**src/rtl/demux_tdm.sv**
```systemverilog
// demux_tdm: 4-slot TDM word demultiplexer with HUNT/LOCK framing; DEMUX_ERR_CNT_EN adds a saturating err_cnt output
module demux_tdm #(
  parameter int WIDTH = 8
) (
  input  logic             clk,
  input  logic             rst,
  input  logic [WIDTH-1:0] din,
  input  logic             din_valid,
  input  logic             frame_sync,
  output logic [WIDTH-1:0] y0,
  output logic [WIDTH-1:0] y1,
  output logic [WIDTH-1:0] y2,
  output logic [WIDTH-1:0] y3,
  output logic             frame_valid,
  output logic [1:0]       sel,
  output logic             lock,
  output logic             err
`ifdef DEMUX_ERR_CNT_EN
  ,
  output logic [7:0]       err_cnt
`endif
);
  typedef enum logic {HUNT, LOCK} state_t;
  state_t                  state_q, state_d;
  logic [1:0]              sel_q, sel_d;
  logic [2:0][WIDTH-1:0]   sh_q, sh_d;
  logic [3:0][WIDTH-1:0]   y_q, y_d;
  logic                    fv_q, fv_d;
  logic                    err_q, err_d;
`ifdef DEMUX_ERR_CNT_EN
  logic [7:0]              cnt_q;
`endif
  // state register
  always_ff @(posedge clk)
    state_q <= rst ? HUNT : state_d;
  // next state: sync enters/keeps lock, missing sync at slot 0 drops back to hunt
  always_comb
    state_d = !din_valid ? state_q :
              state_q == HUNT ? (frame_sync ? LOCK : HUNT) :
              (sel_q == 2'd0 && !frame_sync) ? HUNT : LOCK;
  // datapath registers
  always_ff @(posedge clk) begin
    if (rst) begin
      sel_q <= '0;
      sh_q  <= '0;
      y_q   <= '0;
      fv_q  <= 1'b0;
      err_q <= 1'b0;
    end else begin
      sel_q <= sel_d;
      sh_q  <= sh_d;
      y_q   <= y_d;
      fv_q  <= fv_d;
      err_q <= err_d;
    end
  end
  // datapath next values; the slot-3 word bypasses the shadows straight into y
  always_comb begin
    sel_d = sel_q;
    sh_d  = sh_q;
    y_d   = y_q;
    fv_d  = 1'b0;
    err_d = 1'b0;
    if (din_valid) begin
      if (frame_sync) begin
        sh_d[0] = din;
        sel_d   = 2'd1;
        err_d   = state_q == LOCK && sel_q != 2'd0;
      end else if (state_q == LOCK) begin
        if (sel_q == 2'd0) begin
          err_d = 1'b1;
        end else if (sel_q == 2'd3) begin
          y_d   = {din, sh_q[2], sh_q[1], sh_q[0]};
          fv_d  = 1'b1;
          sel_d = 2'd0;
        end else begin
          sh_d[1] = sel_q == 2'd1 ? din : sh_q[1];
          sh_d[2] = sel_q == 2'd2 ? din : sh_q[2];
          sel_d   = sel_q + 2'd1;
        end
      end
    end
  end
`ifdef DEMUX_ERR_CNT_EN
  // saturating count of err pulses
  always_ff @(posedge clk)
    cnt_q <= rst ? 8'd0 : (err_d && cnt_q != 8'hff) ? cnt_q + 8'd1 : cnt_q;
`endif
  // outputs
  always_comb begin
    lock        = state_q == LOCK;
    sel         = sel_q;
    frame_valid = fv_q;
    err         = err_q;
    y0          = y_q[0];
    y1          = y_q[1];
    y2          = y_q[2];
    y3          = y_q[3];
`ifdef DEMUX_ERR_CNT_EN
    err_cnt     = cnt_q;
`endif
  end
endmodule

```
**config.mk**
```make
export PLATFORM = sky130hd
export DESIGN_NAME = demux_tdm
export DESIGN_NICKNAME = d
export VERILOG_FILES = /design/src/rtl/demux_tdm.sv
export SDC_FILE = /design/constraint.sdc
export NUM_CORES = 1
export LEC_CHECK = 0
export BUFFER_PORTS_ARGS = -buffer_cell sky130_fd_sc_hd__buf_2
export CORE_ASPECT_RATIO = 1.75
export CORE_UTILIZATION = 50
export CTS_CLUSTER_SIZE = 24
export DETAILED_ROUTE_END_ITERATION = 8
export PLACE_DENSITY_LB_ADDON = 0.12
export SLEW_MARGIN = 25
export SYNTH_ARGS = -nofsm -noshare
export SYNTH_HDL_FRONTEND = slang
export SYNTH_SLANG_ARGS = --single-unit
```
**constraint.sdc**
```tcl
create_clock -name clk -period 1.7 [get_ports clk]
set_input_delay 0.255 -clock clk [delete_from_list [all_inputs] [get_ports clk]]
set_output_delay 0.255 -clock clk [all_outputs]
set_load 0.01 [all_outputs]
```
* After elaboration in Yosys (flattened, before gate mapping) *
Index checks and enable logic that the tools add are counted.

word-level totals
  register bits = 61
  word-level logic and storage cells = 45

operators by class
  add/sub/neg operators = 1
  eq/ne operators = 4
  muxes and demuxes = 11
  bitwise gates (word level) = 5
  reduce and logical (&&, ||, !) cells = 13

operators by type and width
  operator                                                          number
  6-bit AND reduction                                               2
  2-bit 2-to-1 mux                                                  4
  1-bit 2-to-1 mux                                                  7
  1-bit NOT                                                         5
  5-bit AND reduction                                               1
  5-bit OR reduction                                                1
  2-bit == test (second input constant)                             2
  2-bit nonzero test                                                2
  3-bit AND reduction                                               1
  2-bit by 1-bit adder with 2-bit output (second input constant)    1
  2-bit by 1-bit == test with 1-bit output (second input constant)  1
  1-bit logical AND                                                 2
  2-bit zero test                                                   1
  2-bit inequality test (second input constant)                     1
  2-bit AND reduction                                               1
  2-bit OR reduction                                                1
  1-bit zero test                                                   1

* Longest topological paths before layout *
  depth in word-level cells = 5
  mapped depth = 7
  depth with buffers taken out = 5

* Least setup slack after synthesis *
OpenSTA, ideal clock, no wires.

  kind = register to register
  start = register sel_q[0], in the netlist sel[0]
  end = register sh_q[16] in the netlist's numbering
  library setup time = 0.072 ns
  data arrival time = 1.541 ns
  setup slack = 0.087 ns
  cell stages (with the launch flop) = 7
  buffers on the path = 1
  period minus slack after synthesis = 1.613 ns
  cells stage by stage = dfxtp_1 -> inv_1 -> ha_1 -> nor2b_1 -> and3_1 -> buf_2 -> mux2i_1

on the way
  word-level cells in the longest chain between the ends = 3
  elaborated cells between the ends (all ways) = 6
  classes of those cells = eq/ne (2); bitwise (2); reduce/logical (2)

ends and longest elaborated chain
  element                                           RTL line  text
  from (decl)                                       25        logic [1:0] sel_q, sel_d;
  from (signal assigned)                            50        sel_q <= sel_d;
  2-bit == test or 2-bit zero test (tied branches)  72, 70
  1-bit NOT (no line)                               n/a
  6-bit AND reduction (no line) *                   n/a
  to (signal assigned)                              45        sh_q <= '0;
  to (signal assigned)                              51        sh_q <= sh_d;
  to (decl)                                         26        logic [2:0][WIDTH-1:0] sh_q, sh_d;

Mark *: on every way between the ends. The rest lies on a longest branch, timed or not.
A chain may end at the register's enable or synchronous reset.

* Final worst setup path *
  start = register sel_q[1], in the netlist sel[1]
  end = register sh_q[14] in the netlist's numbering

Same word-level chain as after synthesis.

==> results.md <==
- Status: finished, final reports clean
- Max Fanout on Critical Path: 8
- Worst hold margin: 0.182 ns
- Starting Density: 52.8%
- Final WL: 4830 um
- Filler cells: 443
- Critical Path Sink Type: register
- Commonest non-fill, non-tap cell in the layout: nand2b_1
- Final period util: 91.6%
- CP Data Arrival Time: 1.77 ns
- Cell count after synthesis: 245
- Count of final setup violators: 0
- Sink Count: 61
- HP Start: din[2]
- Crit start category: register
- Yosys top cell area share: 48.3%
- Share of power burned in registers: 52.7%
- Vias: 1781
- Maximum clock frequency: 642 MHz
- Residual DRC count: 0
- TritonCTS clock tree: built
- Clock tree buffer depth: 2
- Clock power share: 42.0%
- Max-slew violation count: 0
- I/O pin count: 49
- RR Startpoint: sel[1]
- Layout cells sized above 1: 24.6%
- DR pass1 iterations: 4
- ANT nets after route: 0
- Overflow after GRT: 0
- Placed cell areas: 0.00281 sq mm
- Post-synth EDFFs: 0
- Sw power: 0.000640 W
- Leading cell types in the layout, fill and taps excluded: 65 x nand2b_1, 61 x dfxtp_1, 49 x mux2i_1, 48 x buf_2, 12 x nand2_1
- Die width: 55.7 um
- Reg clk slew, reported paths: 0.07 ns
- Worst-Skew Late Latency: 0.34 ns
- Max-cap check violation count: 0
- Critical Path Start: sel[1]
- First-pass GRT wire length: 7760 um
- Final nets: 313
- Fin. Hold Viols: 0
- Setup Skew: 0.00784 ns
- FP Rows: 33
- N_diodes: 0
- Critical path class: register to register
- GRT Total Usage: 19.5%
- RSZ-0062 raised after global routing: true
- Num CTS Buffers: 9
- Power Internal: 0.00211 W
- DR WL/cell: 13.7 um
- Hold_buf cts: 0
- Post-synth ARST share: 0%
- Worst slew pin tran: 0.445 ns
- Pin count of the biggest net entering global routing: 25
- Design area: 0.00299 sq mm
- Initial DRC count: 68
- Slew headroom: 70.3%
- Final min period: 1.56 ns
- Synth Cell Area: 0.00253 sq mm
- Hpwl dp: 3370 um
- Combinational share of power: 5.2%
- Vias in the first global route: 1613
- Pwr dens: 918 mW/mm^2
- Yosys warnings: 0
- Synth area leaders: dfxtp_1 48%, mux2i_1 19%, nand2b_1 16%, ha_1 2.5%, a21oi_1 2.0%
- Register bit count reported by yosys: 61
- Gpl congestion: 0.760
- Post-synthesis sequential area ratio: 48.3%
- Main synth FF type: dfxtp_1
- Worst path required time: 1.91 ns
- CTS Root Cell: clkbuf_8
- Die Height: 96.1 um
- Die Footprint: 0.00535 sq mm
- Lkg Pwr: 1.36 nW
- Final core occ: 62.5%
- Area Overhead vs Synth: 18.4%
- VDD IR-drop max: 0.000752 V
- Port Buffers: 48
- Synthesized net count: 262
- Hold crit path type: input port to register
- Yosys top cell by area: dfxtp_1
- Antenna violations before repair: 0
- Mean Syn Cell Area: 10.3 sq um
- Core area: 0.00479 sq mm
- Switching part of the total: 23.3%
- Distinct cells, synth: 23
- H-tree levels: 3
- Vias per cell: 5.05
per-layer routing:
metal,track usage [%],vias to the layer above,wire length [um]
met1,23.7,815,2230
met3,5.24,7,204
met2,30.8,43,2290
met4,11.3,0,98
li1,-,916,-
met5,0,-,0
synth_stat cells (2+ instances only):
master and count:
a21oi_1 10, nand2b_1 65, and3_1 2, buf_6 3, inv_1 3, clkbuf_1 8
nand3_2 2, nor2_1 2, nand3_1 9, dfxtp_1 61, mux2i_1 49, ha_1 5
buf_2 4, nor2b_1 2, nand2_1 12
power by group through the flow:
stage               clock (W)  combinational [W]  sequential (W)
global route          0.00125           0.000157         0.00145
finish                0.00115           0.000144         0.00145
floorplan                   0          0.0000907         0.00148
global placement            0           0.000144         0.00148
detailed placement          0           0.000143         0.00148
CTS                   0.00119           0.000144         0.00145
logic make-up after synthesis:
family / after synthesis / synth area share [%]
AO/OA/AOI/OAI: 13 / 2.82
multiplexers: 49 / 19.4
flip-flops: 61 / 48.3
AND/OR/NAND/NOR: 98 / 22.9
adder cells (fa/ha/maj): 5 / 2.48
buffers and inverters: 19 / 4.06
area by class of cell:
| class | count | area (sq um) | area share (%) |
|---|---|---|---|
| sequential | 61 | 1220 | 40.8 |
| clock buffer | 12 | 155 | 5.18 |
| tap | 52 | 65.1 | 2.17 |
| inverter | 3 | 11.3 | 0.376 |
| multi-input combinational | 165 | 1200 | 40.3 |
| clock inverter | 4 | 22.5 | 0.753 |
| timing repair buffer | 56 | 313 | 10.5 |
path summary, 6_finish.rpt:
| path | to | cells past startpoint | slack, ns |
|---|---|---|---|
| max reg2reg | sh_q[14] | 5 | 0.14 |
| min | sh_q[2] | 3 | 0.18 |
| max | sh_q[14] | 5 | 0.14 |
| min reg2reg | sh_q[0] | 2 | 0.46 |
registers in the layout, indices dropped and copies added, names as in the netlist:
register     count
sh_q            24
y0               8
y1               8
y2               8
y3               8
sel              2
err              1
frame_valid      1
lock             1
through the flow:
step / TNS [ns] / power, W / setup slack [ns] / std cells
4_1_cts: 0 / 0.00278 / 0.0662 / 353
2_1_floorplan: 0 / 0.00157 / 0.0870 / 245
6_report: 0 / 0.00275 / 0.143 / 353
5_1_grt: -0.00396 / 0.00285 / -0.00396 / 353
3_5_place_dp: 0 / 0.00162 / 0.0933 / 337
3_3_place_gp: 0 / 0.00162 / 0.149 / 337
what timing repair did:
item                                    CTS  global route
endpoints found under the setup margin    0             6
resized for setup                         0             1
buffers inserted                          0             0
critical path: stages (launching register included):
cell and delay, ns:
dfxtp_1 0.33, inv_1 0.08, ha_1 0.27, nor2b_1 0.26
nand3_2 0.30, mux2i_1 0.19
(Power assumes the default switching activity.)
